$ cat config.mk
export PLATFORM = sky130hd
export DESIGN_NAME = seq_rotator
export DESIGN_NICKNAME = d
export VERILOG_FILES = /design/src/rtl/alu_pkg.sv /design/src/rtl/seq_rotator_rot1_step.sv /design/src/rtl/seq_rotator.sv
export SDC_FILE = /design/constraint.sdc
export NUM_CORES = 1
export LEC_CHECK = 0
export BUFFER_PORTS_ARGS = -buffer_cell sky130_fd_sc_hd__buf_2
export CAP_MARGIN = 20
export CORE_MARGIN = 3
export CORE_UTILIZATION = 25
export CTS_BUF_LIST = sky130_fd_sc_hd__clkbuf_2 sky130_fd_sc_hd__clkbuf_4 sky130_fd_sc_hd__clkbuf_8
export DETAILED_ROUTE_END_ITERATION = 8
export PLACE_DENSITY = 0.43
export SETUP_SLACK_MARGIN = 0.5
export SLEW_MARGIN = 30
export SYNTH_ARGS = -nofsm -noshare
export SYNTH_HDL_FRONTEND = slang
export SYNTH_SLANG_ARGS = --single-unit
$ cat constraint.sdc
create_clock -name clk -period 3.8 [get_ports clk]
set_clock_uncertainty 0.05 [all_clocks]
set_input_delay 0.19 -clock clk [delete_from_list [all_inputs] [get_ports clk]]
set_output_delay 0.19 -clock clk [all_outputs]
set_load 0.02 [all_outputs]
$ cat src/rtl/alu_pkg.sv
// Shared ALU definitions: datapath widths, rotate mode encodings and
// the state type of the multi-cycle rotate unit.
package alu_pkg;

  localparam int WIDTH   = 16;
  localparam int SHAMT_W = 4;

  localparam logic MODE_ROR = 1'b0;
  localparam logic MODE_ROL = 1'b1;

  typedef enum logic [1:0] {
    IDLE = 2'd0,
    RUN  = 2'd1,
    DONE = 2'd2
  } rot_state_t;

endpackage

$ cat src/rtl/seq_rotator_rot1_step.sv
// Combinational single-position rotator; one instance feeds the data
// register of seq_rotator, so each clock advances the rotation by one bit.
module rot1_step #(
  parameter int WIDTH = alu_pkg::WIDTH
) (
  input  logic [WIDTH-1:0] d,
  input  logic             dir,
  output logic [WIDTH-1:0] q
);
  import alu_pkg::*;

  assign q = (dir == MODE_ROL) ? {d[WIDTH-2:0], d[WIDTH-1]}
                               : {d[0], d[WIDTH-1:1]};

endmodule

$ cat src/rtl/seq_rotator.sv
// Multi-cycle rotate unit: ROR/ROL one bit per clock under a
// start/busy/done handshake; the result is held until the next accepted start.
module seq_rotator #(
  parameter int WIDTH   = alu_pkg::WIDTH,
  parameter int SHAMT_W = alu_pkg::SHAMT_W
) (
  input  logic               clk,
  input  logic               rst,
  input  logic               start,
  input  logic [WIDTH-1:0]   Rot_In,
  input  logic [SHAMT_W-1:0] Rot_Val,
  input  logic               Mode,
  output logic               busy,
  output logic               done,
  output logic [WIDTH-1:0]   Rot_Out
);
  import alu_pkg::*;

  rot_state_t         state, state_next;
  logic [WIDTH-1:0]   data, data_next;
  logic [SHAMT_W-1:0] count, count_next;
  logic               mode, mode_next;
  logic [WIDTH-1:0]   data_rot;

  rot1_step #(.WIDTH(WIDTH)) u_rot1_step (
    .d   (data),
    .dir (mode),
    .q   (data_rot)
  );

  always_ff @(posedge clk) begin
    if (rst) begin
      state <= IDLE;
      data  <= '0;
      count <= '0;
      mode  <= MODE_ROR;
    end else begin
      state <= state_next;
      data  <= data_next;
      count <= count_next;
      mode  <= mode_next;
    end
  end

  // Requests are only accepted in IDLE, so a start during RUN or DONE
  // leaves every register untouched.
  always_comb begin
    state_next = state;
    data_next  = data;
    count_next = count;
    mode_next  = mode;
    case (state)
      IDLE: begin
        if (start) begin
          data_next  = Rot_In;
          count_next = Rot_Val;
          mode_next  = Mode;
          state_next = (Rot_Val == '0) ? DONE : RUN;
        end
      end
      RUN: begin
        data_next  = data_rot;
        count_next = count - SHAMT_W'(1);
        if (count == SHAMT_W'(1)) begin
          state_next = DONE;
        end
      end
      DONE: begin
        state_next = IDLE;
      end
      default: begin
        state_next = IDLE;
      end
    endcase
  end

  assign busy    = (state != IDLE);
  assign done    = (state == DONE);
  assign Rot_Out = data;

endmodule

==> reports/metrics.yaml <==
global_routing:
  antenna_found_initial: 0
  grt_pass1_wl_mm: 5.437
  grtUsageTotal_pct: 11.17
  grt_max_degree: 19
  grt_pass1_vias: 1115
  grt-ovfl-total: 0
sta:
  tightest_slew_ps: 970.5
  timing.slew.headroom_pct: 35.30
  hold_violations: 0
  fmax_mhz: 499.7
  post-route-period-util_pct: 52.66
  drv_slew: 0
  setup_tns_ps: 0
  rsz0062_at_grt: "no"
  period_needed_ps: 2001
  setup_viol: 0
  fin_ws_ps: 1799
  holdWs_ps: 113.7
layout:
  regArea_sq_um: 460.4
  final_common_cell: "buf_2"
  layout.nets: 184
  num-fill-cells: 510
  antenna-diode-count: 0
  syn_to_final_growth_pct: 21.52
  layout_common_cells: "41 x buf_2, 23 x dfxtp_1, 17 x mux2i_1, 16 x mux2_2, 16 x o2bb2ai_1"
  multiInputGateArea_sq_um: 748.2
  drive_above_1_share_pct: 42.68
clocking:
  ctsHoldBuffers: 0
  cts_sinks: 23
  cts_buffer_depth: 2
  htreeDepth: 1
  cts_setup_buffers: 0
  cts_buffers: 3
  cts.clk_slew.worst_paths_ps: 80
  post_cts_resized: 0
  clk_latency_ps: 260
  root_buffer: "clkbuf_8"
  cts_tree: "done"
worst_setup_path:
  cp_data_arrival_time_ps: 2170
  cp_slowest_stage_delay_ps: 830
  critPathKind: "register to register"
  path_max_fanout: 18
  critPathSlowestCell: "and2b_1"
  worst-endpoint-required_ps: 3960
  critPathCaptureType: "register"
  cp-start-kind: "register"
  path_cells: "and2b_1 -> a21boi_0 -> o21a_1"
route:
  route.detailed.drc: 0
  viasPerCell: 4.719
  drtAntennaViolNets: 0
  wl_mm: 3.192
  vias: 1057
  drt-pass1-iter-count: 4
  drt_iter0_drc: 53
  wire_per_inst_microns: 14.25
power_and_ir_drop:
  ir_drop_v: 0.0001942
  powerDensity_mw_per_mm2: 412.0
  p_leak_nw: 0.6561
synth:
  syn_nets: 146
  avgSynthCellArea_sq_um: 10.71
  synthTopCellsByArea: "dfxtp_1 36%, mux2_2 14%, mux2i_1 13%"
  syn_inst: 120
  yosys_warnings: 0
  synth_top_area_cell: "dfxtp_1"
  ys_types: 32
  ys_seq_area_share_pct: 35.83
  synth_seq_cells: 23
  synth_top_area_share_pct: 35.83
  syn_area_sq_mm: 0.001285
die:
  core_area_sq_mm: 0.004848
  die-area_sq_mm: 0.006037
  fp.dieW_microns: 77.70
  io_pins: 42
  num_rows: 25
  initial_utilization_pct: 26.50
  die_height_microns: 77.70
placement:
  pre_cts_slack_ps: 1801
  place.gp.congestion: 0.7789
  portBuffers: 41
worst_hold_path:
  holdCritPathClass: "input pin to register"
outcome:
  status: "complete, no violations"
flow_run:
  drv_cap: 0
## metal layers
layer	GRT usage, %	part of all wire (%)
met1	13.02	44
met2	19.78	49
met3	3.828	6.8
met4	2.135	0.47
met5	0	0
## power breakdown
group	switching (W)	leakage, nW	internal (W)
Combinational	0.0000920	0.440	0.0000858
Sequential	0.0000360	0.190	0.000268
Clock	0.0000796	0.0262	0.0000820
## through the flow
stage	power, W	util, %	area [sq um]	std cells
2_1_floorplan	0.0004379	-	1285	120
3_3_place_gp	0.0004883	31.20	1513	220
3_5_place_dp	0.0004901	31.20	1513	220
4_1_cts	0.0006583	32.21	1562	224
5_1_grt	0.0006847	32.21	1562	224
6_report	0.0006433	32.21	1562	224
## Yosys cell counts
cell	number
dfxtp_1	23
mux2i_1	17
mux2_2	16
o2bb2ai_1	16
nor2_1	6
buf_2	4
inv_1	4
o21ai_0	4
buf_6	3
a21oi_1	2
ha_1	2
nor2b_1	2
nor4_1	2
a2111oi_2	1
a21boi_0	1
a22oi_1	1
a31oi_1	1
and2b_1	1
buf_4	1
nand2_2	1
nand3b_1	1
nand4bb_1	1
nor2_4	1
nor3_1	1
nor3b_1	1
nor4b_1	1
o21a_1	1
o21ba_2	1
o221a_2	1
o311a_1	1
o31a_1	1
or2_2	1
## worst max-delay path: cells and delay by family (launching register included)
kind             cells  cell delay, ps
flip-flops           1             580
AND/OR/NAND/NOR      1             830
AO/OA/AOI/OAI        2             480
## registers in the layout, summed over array words and instances, names as in the netlist
name     count
count        4
Rot_Out     16
state        2
mode         1
## area by class of cell
class	count	share of cell area, %
Sequential cell	23	29.49
Timing Repair Buffer	41	13.14
Multi-Input combinational cell	85	47.92
Clock buffer	4	3.125
Tap cell	67	5.369
Inverter	4	0.9615
## path summary, 6_finish.rpt
| kind | to | start | depth (start not counted) | slack (ps) |
|---|---|---|---|---|
| max | state[0] | state[0] | 3 | 1800 |
| min | mode | Mode | 3 | 110 |
| max reg2reg | state[0] | state[0] | 3 | 1800 |
| min reg2reg | Rot_Out[0] | Rot_Out[0] | 1 | 450 |
## cell families after synthesis
group	synth area share, %
buf+inv	5.939
fa+ha+maj	1.947
flops	35.83
simple gates	9.251
compound gates	19.77
mux	27.26
Note: power is estimated with default switching activity, not from simulation.
